### src/rtl/cursor_overlay_if.sv
// Video stream bundle between the background generator, the cursor overlay and the VGA output.
// Also carries the cursor position and display controls from the mover.
interface cursor_overlay_if #(
    parameter int RGB_W = 12
);
    logic [10:0]      x_pos;
    logic [9:0]       y_pos;
    logic             show;
    logic             blink_en;
    logic [10:0]      hcount;
    logic [9:0]       vcount;
    logic [RGB_W-1:0] pixel_in;
    logic             hsync_in;
    logic             vsync_in;
    logic             blank_in;
    logic [RGB_W-1:0] pixel_out;
    logic             hsync_out;
    logic             vsync_out;
    logic             blank_out;

    modport master (
        output x_pos, y_pos, show, blink_en,
        output hcount, vcount, pixel_in,
        output hsync_in, vsync_in, blank_in,
        input  pixel_out, hsync_out, vsync_out, blank_out
    );

    modport slave (
        input  x_pos, y_pos, show, blink_en,
        input  hcount, vcount, pixel_in,
        input  hsync_in, vsync_in, blank_in,
        output pixel_out, hsync_out, vsync_out, blank_out
    );
endinterface

### src/rtl/cursor_overlay.sv
// Hollow box cursor composited over the pixel stream, position latched per frame.
// Sync and blank travel through the same PIPE-deep pipeline as the pixel.
module cursor_overlay #(
    parameter int               CUR_W        = 16,
    parameter int               CUR_H        = 16,
    parameter int               PIPE         = 2,
    parameter int               BLINK_FRAMES = 30,
    parameter int               RGB_W        = 12,
    parameter logic [RGB_W-1:0] CUR_COLOR    = RGB_W'(12'hF00)
) (
    input logic             clk,
    input logic             rst,
    cursor_overlay_if.slave bus
);
    localparam int FC_W = (BLINK_FRAMES > 1) ? $clog2(BLINK_FRAMES) : 1;
    localparam logic [FC_W-1:0] FC_LAST = FC_W'(BLINK_FRAMES - 1);
    localparam logic [11:0] XW = 12'(CUR_W);
    localparam logic [10:0] YH = 11'(CUR_H);

    logic            vsync_q;
    logic            fall;
    logic [10:0]     x_lat;
    logic [9:0]      y_lat;
    logic [FC_W-1:0] frame_cnt;
    logic            blink_phase;

    assign fall = vsync_q & ~bus.vsync_in;

    always_ff @(posedge clk or posedge rst) begin
        if (rst) begin
            vsync_q     <= 1'b0;
            x_lat       <= '0;
            y_lat       <= '0;
            frame_cnt   <= '0;
            blink_phase <= 1'b1;
        end else begin
            vsync_q <= bus.vsync_in;
            if (fall) begin
                x_lat <= bus.x_pos;
                y_lat <= bus.y_pos;
                if (frame_cnt == FC_LAST) begin
                    frame_cnt   <= '0;
                    blink_phase <= ~blink_phase;
                end else begin
                    frame_cnt <= frame_cnt + 1'b1;
                end
            end
        end
    end

    // One bit wider than the coordinates so a box near the far edge clips.
    logic [11:0] hx, xl, xr;
    logic [10:0] vy, yt, yb;
    logic        in_x, in_y, on_edge, visible, hit_d;

    assign hx = {1'b0, bus.hcount};
    assign xl = {1'b0, x_lat};
    assign xr = xl + XW - 12'd1;
    assign vy = {1'b0, bus.vcount};
    assign yt = {1'b0, y_lat};
    assign yb = yt + YH - 11'd1;

    assign in_x    = (hx >= xl) && (hx <= xr);
    assign in_y    = (vy >= yt) && (vy <= yb);
    assign on_edge = (hx == xl) | (hx == xr) | (vy == yt) | (vy == yb);
    assign visible = bus.show & (~bus.blink_en | blink_phase);
    assign hit_d   = in_x & in_y & on_edge & visible;

    logic [PIPE-1:0]  hit_p;
    logic [PIPE-1:0]  hs_p;
    logic [PIPE-1:0]  vs_p;
    logic [PIPE-1:0]  bl_p;
    logic [RGB_W-1:0] pix_p [PIPE];

    always_ff @(posedge clk or posedge rst) begin
        if (rst) begin
            hit_p <= '0;
            hs_p  <= '1;
            vs_p  <= '1;
            bl_p  <= '1;
            for (int i = 0; i < PIPE; i++) begin
                pix_p[i] <= '0;
            end
        end else begin
            hit_p[0] <= hit_d;
            hs_p[0]  <= bus.hsync_in;
            vs_p[0]  <= bus.vsync_in;
            bl_p[0]  <= bus.blank_in;
            pix_p[0] <= bus.pixel_in;
            for (int i = 1; i < PIPE; i++) begin
                hit_p[i] <= hit_p[i-1];
                hs_p[i]  <= hs_p[i-1];
                vs_p[i]  <= vs_p[i-1];
                bl_p[i]  <= bl_p[i-1];
                pix_p[i] <= pix_p[i-1];
            end
        end
    end

    // Blank forces black even when the cursor would be drawn there.
    assign bus.pixel_out = bl_p[PIPE-1]  ? '0 :
                           hit_p[PIPE-1] ? CUR_COLOR :
                                           pix_p[PIPE-1];
    assign bus.hsync_out = hs_p[PIPE-1];
    assign bus.vsync_out = vs_p[PIPE-1];
    assign bus.blank_out = bl_p[PIPE-1];
endmodule
### src/flat_wrapper.sv
// flat-port wrapper written by rule: the top's interface ports become plain ports
module cursor_overlay_flat 
#(
    parameter int               CUR_W        = 16,
    parameter int               CUR_H        = 16,
    parameter int               PIPE         = 2,
    parameter int               BLINK_FRAMES = 30,
    parameter int               RGB_W        = 12,
    parameter logic [RGB_W-1:0] CUR_COLOR    = RGB_W'(12'hF00)
)
  (clk, rst, bus_x_pos, bus_y_pos, bus_show, bus_blink_en, bus_hcount, bus_vcount, bus_pixel_in, bus_hsync_in, bus_vsync_in, bus_blank_in, bus_pixel_out, bus_hsync_out, bus_vsync_out, bus_blank_out);
  cursor_overlay_if #(.RGB_W(RGB_W)) bus_i ();
  input logic clk;
  input logic rst;
  input wire logic [$bits(bus_i.x_pos)-1:0] bus_x_pos;
  input wire logic [$bits(bus_i.y_pos)-1:0] bus_y_pos;
  input wire logic [$bits(bus_i.show)-1:0] bus_show;
  input wire logic [$bits(bus_i.blink_en)-1:0] bus_blink_en;
  input wire logic [$bits(bus_i.hcount)-1:0] bus_hcount;
  input wire logic [$bits(bus_i.vcount)-1:0] bus_vcount;
  input wire logic [$bits(bus_i.pixel_in)-1:0] bus_pixel_in;
  input wire logic [$bits(bus_i.hsync_in)-1:0] bus_hsync_in;
  input wire logic [$bits(bus_i.vsync_in)-1:0] bus_vsync_in;
  input wire logic [$bits(bus_i.blank_in)-1:0] bus_blank_in;
  output wire logic [$bits(bus_i.pixel_out)-1:0] bus_pixel_out;
  output wire logic [$bits(bus_i.hsync_out)-1:0] bus_hsync_out;
  output wire logic [$bits(bus_i.vsync_out)-1:0] bus_vsync_out;
  output wire logic [$bits(bus_i.blank_out)-1:0] bus_blank_out;
  assign bus_i.x_pos = bus_x_pos;
  assign bus_i.y_pos = bus_y_pos;
  assign bus_i.show = bus_show;
  assign bus_i.blink_en = bus_blink_en;
  assign bus_i.hcount = bus_hcount;
  assign bus_i.vcount = bus_vcount;
  assign bus_i.pixel_in = bus_pixel_in;
  assign bus_i.hsync_in = bus_hsync_in;
  assign bus_i.vsync_in = bus_vsync_in;
  assign bus_i.blank_in = bus_blank_in;
  assign bus_pixel_out = bus_i.pixel_out;
  assign bus_hsync_out = bus_i.hsync_out;
  assign bus_vsync_out = bus_i.vsync_out;
  assign bus_blank_out = bus_i.blank_out;
  cursor_overlay #(.CUR_W(CUR_W), .CUR_H(CUR_H), .PIPE(PIPE), .BLINK_FRAMES(BLINK_FRAMES), .RGB_W(RGB_W), .CUR_COLOR(CUR_COLOR)) u_core (.clk(clk), .rst(rst), .bus(bus_i));
endmodule
### config.mk
export PLATFORM = sky130hd
export DESIGN_NAME = cursor_overlay_flat
export DESIGN_NICKNAME = d
export VERILOG_FILES = /design/src/rtl/cursor_overlay_if.sv /design/src/rtl/cursor_overlay.sv /design/src/flat_wrapper.sv
export SDC_FILE = /design/constraint.sdc
export NUM_CORES = 1
export LEC_CHECK = 0
export ABC_AREA = 1
export BUFFER_PORTS_ARGS = -buffer_cell sky130_fd_sc_hd__buf_2
export CAP_MARGIN = 10
export CORE_ASPECT_RATIO = 0.6
export CORE_MARGIN = 2
export CORE_UTILIZATION = 59
export DETAILED_ROUTE_END_ITERATION = 10
export PLACE_DENSITY = 0.86
export SETUP_SLACK_MARGIN = 0.3
export SYNTH_ARGS = -nofsm -noshare
export SYNTH_HDL_FRONTEND = slang
export SYNTH_SLANG_ARGS = --single-unit
### constraint.sdc
create_clock -name clk -period 4.9 [get_ports clk]
set_input_delay 0.98 -clock clk [delete_from_list [all_inputs] [get_ports clk]]
set_output_delay 0.98 -clock clk [all_outputs]
set_load 0.02 [all_outputs]
==> results of run 1 <==
power by group:
group	internal, mW	total, mW	switching (mW)
clock network	0.351	0.555	0.204
logic	0.153	0.389	0.236
registers	0.556	0.606	0.0496
total	1.06	1.55	0.489
synthesized netlist by cell type (2+ instances only):
cell type,n,area [um^2]
nand2_1,108,405
inv_1,61,229
dfrtp_1,53,1330
ha_1,46,576
nor2_1,41,154
o21ai_0,25,125
nand3_1,15,75.1
xor2_1,14,123
a21oi_1,11,55.1
nor2_2,8,50.1
dfstp_2,7,184
buf_2,5,25.0
inv_2,5,18.8
nand4_1,5,31.3
nand3_2,3,30.0
o21ai_1,3,15.0
a21o_1,2,15.0
nand2_2,2,12.5
nand3b_1,2,15.0
nor3_1,2,10.0
xnor2_1,2,17.5
registers in the layout, indices dropped and copies added, names as in the netlist:
| signal | flops |
|---|---|
| u_core.bl_p | 2 |
| u_core.blink_phase | 1 |
| u_core.frame_cnt | 5 |
| u_core.hit_p | 2 |
| u_core.hs_p | 2 |
| u_core.pix_p | 24 |
| u_core.vs_p | 2 |
| u_core.vsync_q | 1 |
| u_core.x_lat | 11 |
| u_core.y_lat | 10 |
worst min path at each step:
| stage | from | end | slack [ns] | depth (start not counted) |
|---|---|---|---|---|
| after floorplan | u_core.hit_p[0] | u_core.hit_p[1] | 0.33 | 0 |
| after global placement | u_core.pix_p[18] | u_core.pix_p[6] | 0.33 | 0 |
| after detailed placement | u_core.pix_p[14] | u_core.pix_p[2] | 0.33 | 0 |
| after CTS | u_core.pix_p[17] | u_core.pix_p[5] | 0.35 | 0 |
| after global routing | u_core.pix_p[22] | u_core.pix_p[10] | 0.35 | 0 |
| final | u_core.pix_p[14] | u_core.pix_p[2] | 0.35 | 0 |
per-layer routing:
layer | wire length [um] | up-vias | GRT usage, %
met5 | 0 | - | 0
met4 | 133 | 0 | 9.29
met2 | 3600 | 100 | 41.1
met1 | 3750 | 1420 | 34.5
met3 | 556 | 16 | 7.45
li1 | - | 1513 | -
worst max-delay path, delay by kind of cell, from the launching register on:
family                     cells  cell delay (ns)
and+or+nand+nor               12             1.19
adders and majority gates      2             0.54
DFF                            1             0.38
buffers and inverters          3             0.19
xor gates and xnor gates       1             0.16
layout make-up:
cell class / instances / area, um^2 / share of cell area, %
multi-input cells: 295 / 1760 / 41.4
flip-flops and latches: 60 / 1510 / 35.4
repair buffers: 77 / 390 / 9.16
inverters: 66 / 248 / 5.81
clock buffers: 10 / 138 / 3.23
clock inverters: 6 / 111 / 2.61
well taps: 80 / 100 / 2.35
cells by family after synthesis:
family | count (synthesis) | synth area share (%)
AOI/OAI and AO/OA | 44 | 6.52
xor gates and xnor gates | 16 | 3.95
adders and majority gates | 46 | 16.2
buffers and inverters | 72 | 7.79
DFF | 60 | 42.6
and+or+nand+nor | 189 | 23.0
metrics by stage:
| stage | hold WS, ns | total power, mW | std cells | setup WS (ns) | cell area (um^2) |
|---|---|---|---|---|---|
| after floorplan | 0.331 | 0.875 | 427 | 2.45 | 3550 |
| after global placement | 0.332 | 0.967 | 578 | 2.26 | 4010 |
| after detailed placement | 0.335 | 0.990 | 578 | 2.19 | 4010 |
| after CTS | 0.350 | 1.55 | 594 | 2.41 | 4260 |
| after global routing | 0.352 | 1.64 | 594 | 2.19 | 4260 |
| final | 0.349 | 1.55 | 594 | 2.39 | 4260 |
==> run summary, run 1 <==
Outcome = complete, no violations
Worst VDD drop = 0.253 mV
Initial Utilization = 62.2%
Post-CTS Resized = 0
Post-synthesis sequential area ratio = 42.6%
Max-cap violation count = 0
Number of DRC markers in iteration 0 = 139
WP data arrival = 2.78 ns
Final Hold Viols = 0
Die H = 64.1 um
Setup Buffers After CTS = 0
Final core occ = 74.7%
Clk_skew = 0.00564 ns
Syn Inst Count = 427
Avg Cell Area, Syn = 8.31 um^2
RSZ-0062 raised after global routing = no
Vias per cell = 5.13
Most used cell, CP = nand2_1
CTS tree = done
Final Critical Period = 2.51 ns
Initial antenna violation count = 0
RR Startpoint = u_core.x_lat[0]
CTS Sinks = 60
DRC viols = 0
Setup crit end = u_core.hit_p[0]
WL final = 8040 um
Power density cells = 364 nW/um^2
Number of CTS-inserted buffers = 9
Setup TNS = 0 ns
RePlAce Congestion = 0.941
Worst Tran Pin Value = 0.725 ns
Top FF cell, synth = dfrtp_1
Final nets = 616
Worst-path cell chain = inv_1 -> ha_1 -> nand2_1 -> nand2_1 -> nor2_2 -> nand4_1 -> xor2_1 -> ha_1 -> inv_1 -> nor2_2 -> nand3_2 -> nor2_2 -> nand2_1 -> nand2_1 -> nand3_1 -> nand2_1 -> inv_1 -> nor2_2
Tot GR Track Use = 26.0%
Top Ports = 76
Worst Path Required = 5.18 ns
Post-synth EDFFs = 0
Antenna Nets Post-Route = 0
Fmax achieved = 399 MHz
R2R setup slack = 2.39 ns
Worst Setup SP = u_core.x_lat[0]
Share of cells above drive strength 1 = 23.7%
Period utilization = 51.2%
Setup violators final = 0
Cts hold-fix bufs = 0
Worst-path clk slew = 0.07 ns
Synth warn = 0
Netlist cell types = 28
Mapped Area = 3550 um^2
Most common library cell in the layout ignoring fill and taps = nand2_1
Yosys reg bits = 60
Fillers = 432
DP HPWL = 6180 um
Max_slew headroom = 51.7%
Port Buffers = 75
Asr flop ratio synth = 100%
First-pass GRT wire length = 13,400 um
Syn-to-layout area delta = 20.1%
CP Launch Type = flop
Row cnt = 21
Routed len/inst = 13.5 um
Most frequent cells in the layout = nand2_1 (108), buf_2 (75), inv_1 (60), dfrtp_1 (53), ha_1 (46)
Static Leak = 2.32 nW
Crit-path slowest cell = dfrtp_1
Die area = 6670 um^2
CTS H-tree lvls = 3
Worst R2R Path Depth = 18
Hold WC Path Type = flop to flop
Inserted Diodes = 0
Worst-Skew Late Latency = 0.34 ns
Crit end category = flop
Syn_nets = 534
Clock Path Buffers = 2
Die X = 104 um
Root Driver = clkbuf_8
Vias = 3,049
Critical Path Max Stage Delay = 0.38 ns
Largest net degree at the start of global routing = 61
Crit Path Category = flop to flop
Number of global-route vias before repair = 2,969
Overflow after GRT = 0
Crit Path Max Fanout = 3
CORE AREA = 5700 um^2
RR Endpoint = u_core.hit_p[0]
Pins over their slew limit = 0
Drt first pass iters = 5
No activity file was read; power rests on OpenSTA's default activity.
==> run 2: changes to the inputs <==
Settings changed: CORE_UTILIZATION 59 to 55, PLACE_DENSITY 0.86 to 0.81.
Clock period 4.9 ns to 2.4 ns, I/O delays scaled along.
==> run 2 against run 1 <==
Register-to-register slack worse by 2.3 ns. Sequential cell count did not move. Final cell count up 1.9%. Sequential share of layout area decreased by 0.87 points. Global-route usage about the same. Die area up 6.9%. Critical path depth stayed put. Via count rose by 1.9%. Worst hold slack got worse by 0.14 ns. Sequential power rose by 100%. Largest cell class unchanged.
==> run summary, run 2 (synthesis results as in run 1) <==
Max-cap violation count = 0
Biggest register = u_core.pix_p
CORE AREA = 6170 um^2
Die H = 66.2 um
Final Hold Viols = 0
Setup TNS = 0 ns
Largest net degree at the start of global routing = 33
Post-DP Area = 4040 um^2
Syn-to-layout area delta = 23.1%
Crit-path slowest cell = dfrtp_1
DP HPWL = 6240 um
R2R setup slack = 0.07 ns
Worst VDD drop = 0.489 mV
Worst Setup SP = u_core.x_lat[1]
RR Startpoint = u_core.x_lat[1]
Routed len/inst = 14.2 um
Critical Path Max Stage Delay = 0.40 ns
Hold WC Path Type = input port to async pin
Row cnt = 22
Fmax achieved = 429 MHz
Bufs and invs on worst path = 2
WP data arrival = 2.63 ns
Outcome = complete, no violations
WL final = 8610 um
Crit end category = flop
First-pass GRT wire length = 13,900 um
CTS Sinks = 60
Die area = 7130 um^2
RSZ-0062 raised after global routing = yes
CP Launch Type = flop
Period utilization = 97.2%
Worst-path cell chain = inv_2 -> ha_4 -> nand2_2 -> nand2_2 -> nor2_4 -> nand3_2 -> xor2_1 -> ha_1 -> nand2_2 -> nor2_4 -> nand3_2 -> nor2_2 -> nand2_1 -> nand2_1 -> nand3_1 -> nand2_1 -> inv_2 -> nor2_2
Overflow after GRT = 0
Worst Path Required = 2.69 ns
Vias per cell = 5.14
Root Driver = clkbuf_8
Worst path depth = 18
RR Endpoint = u_core.hit_p[0]
Clock Path Buffers = 2
Number of global-route vias before repair = 2,990
Largest registers = u_core.pix_p (24), u_core.x_lat (11), u_core.y_lat (10)
Number of CTS-inserted buffers = 9
Most common library cell in the layout ignoring fill and taps = nand2_1
DRC viols = 0
Finished layout cell area = 4370 um^2
Crit Path Category = flop to flop
Worst Tran Pin Value = 0.641 ns
Initial antenna violation count = 0
Final Critical Period = 2.33 ns
Power density cells = 711 nW/um^2
Most frequent cells in the layout = nand2_1 (104), buf_2 (75), inv_1 (56), dfrtp_1 (53), ha_1 (44)
CTS H-tree lvls = 3
Share of cells above drive strength 1 = 27.6%
Die X = 108 um
Number of DRC markers in iteration 0 = 136
Storage cell area = 1510 um^2
Area of the multi-input gates = 1840 um^2
Final nets = 623
Port Buffers = 75
Vias = 3,107
Inserted Diodes = 0
Drt first pass iters = 5
Max_slew headroom = 57.2%
Clk_skew = 0.00731 ns
CTS tree = done
Static Leak = 2.35 nW
Tot GR Track Use = 26.0%
CP delay by family, top = simple AND/OR/NAND/NOR gates
Setup crit end = u_core.hit_p[0]
Setup violators final = 0
Worst R2R Path Depth = 18
Fillers = 492
RePlAce Congestion = 0.913
Top Ports = 76
Cts hold-fix bufs = 0
Worst-Skew Late Latency = 0.36 ns
Worst-path clk slew = 0.07 ns
Antenna Nets Post-Route = 0
Initial Utilization = 57.5%
Largest register FFs = 24
Crit Path Max Fanout = 3
Pins over their slew limit = 0
[run 2: changes by cell type in the layout (fill, tap and decap cells not counted), moves of 2 or more]
cell,change
buf_4,+6
clkinv_2,+2
ha_1,-2
inv_1,-4
inv_2,+4
nand2_1,-4
nand2_2,+4
nand3_1,-2
nor2_2,-2
nor2_4,+3
[run 2: what timing repair did]
action | CTS | global route
gates resized for setup | 6 | 13
endpoints found under the setup margin | 1 | 1
pin swaps | 10 | 13
buffers inserted | 6 | 0
[run 2: metal layers]
metal  vias to the layer above  GRT usage [%]  part of all wire [%]
met5                         -              0                     0
met4                         0           8.49                   2.0
met3                        16           7.68                   5.6
met2                        86           43.5                    48
met1                      1477           32.5                    45
li1                       1528              -                     -
[run 2: worst reg2reg max path, cell delays in order, from the launching register on]
cell and delay, ns:
dfrtp_1 0.40, inv_2 0.07, ha_4 0.16, nand2_2 0.06, nand2_2 0.06, nor2_4 0.15
nand3_2 0.08, xor2_1 0.16, ha_1 0.29, nand2_2 0.08, nor2_4 0.14, nand3_2 0.09
nor2_2 0.10, nand2_1 0.06, nand2_1 0.06, nand3_1 0.06, nand2_1 0.09, inv_2 0.05
nor2_2 0.08
[run 2: worst min-delay path by stage]
| stage | start | endpoint | slack (ns) | depth (start not counted) |
|---|---|---|---|---|
| after floorplan | u_core.hit_p[0] | u_core.hit_p[1] | 0.33 | 0 |
| after global placement | u_core.pix_p[17] | u_core.pix_p[5] | 0.33 | 0 |
| after detailed placement | u_core.pix_p[19] | u_core.pix_p[7] | 0.34 | 0 |
| after CTS | bus_blank_in | u_core.bl_p[0] | 0.21 | 1 |
| after global routing | bus_blank_in | u_core.bl_p[0] | 0.21 | 1 |
| final | rst | u_core.x_lat[1] | 0.21 | 2 |
[run 2: layout make-up]
class / count / area share [%]
multi-input cells: 295 / 42.0
flip-flops and latches: 60 / 34.6
repair buffers: 84 / 10.4
inverters: 66 / 5.67
clock buffers: 9 / 2.84
well taps: 84 / 2.41
clock inverters: 7 / 2.09
[run 2: per-stage QoR]
step	total power, mW	utilization (%)	hold WS (ns)	instances	worst slack, ns
finish	3.11	70.9	0.209	605	0.0669
detailed placement	2.03	65.5	0.336	583	0.0288
global placement	1.98	65.5	0.332	583	0.169
CTS	3.07	70.1	0.210	605	0.0816
global route	3.30	70.9	0.207	605	-0.0961
floorplan	1.79	-	0.331	427	0.280
[run 2: report_power, final]
part / total, mW / internal, mW / switching, mW
sequential: 1.24 / 1.14 / 0.106
clock: 1.00 / 0.580 / 0.424
combinational: 0.861 / 0.346 / 0.515
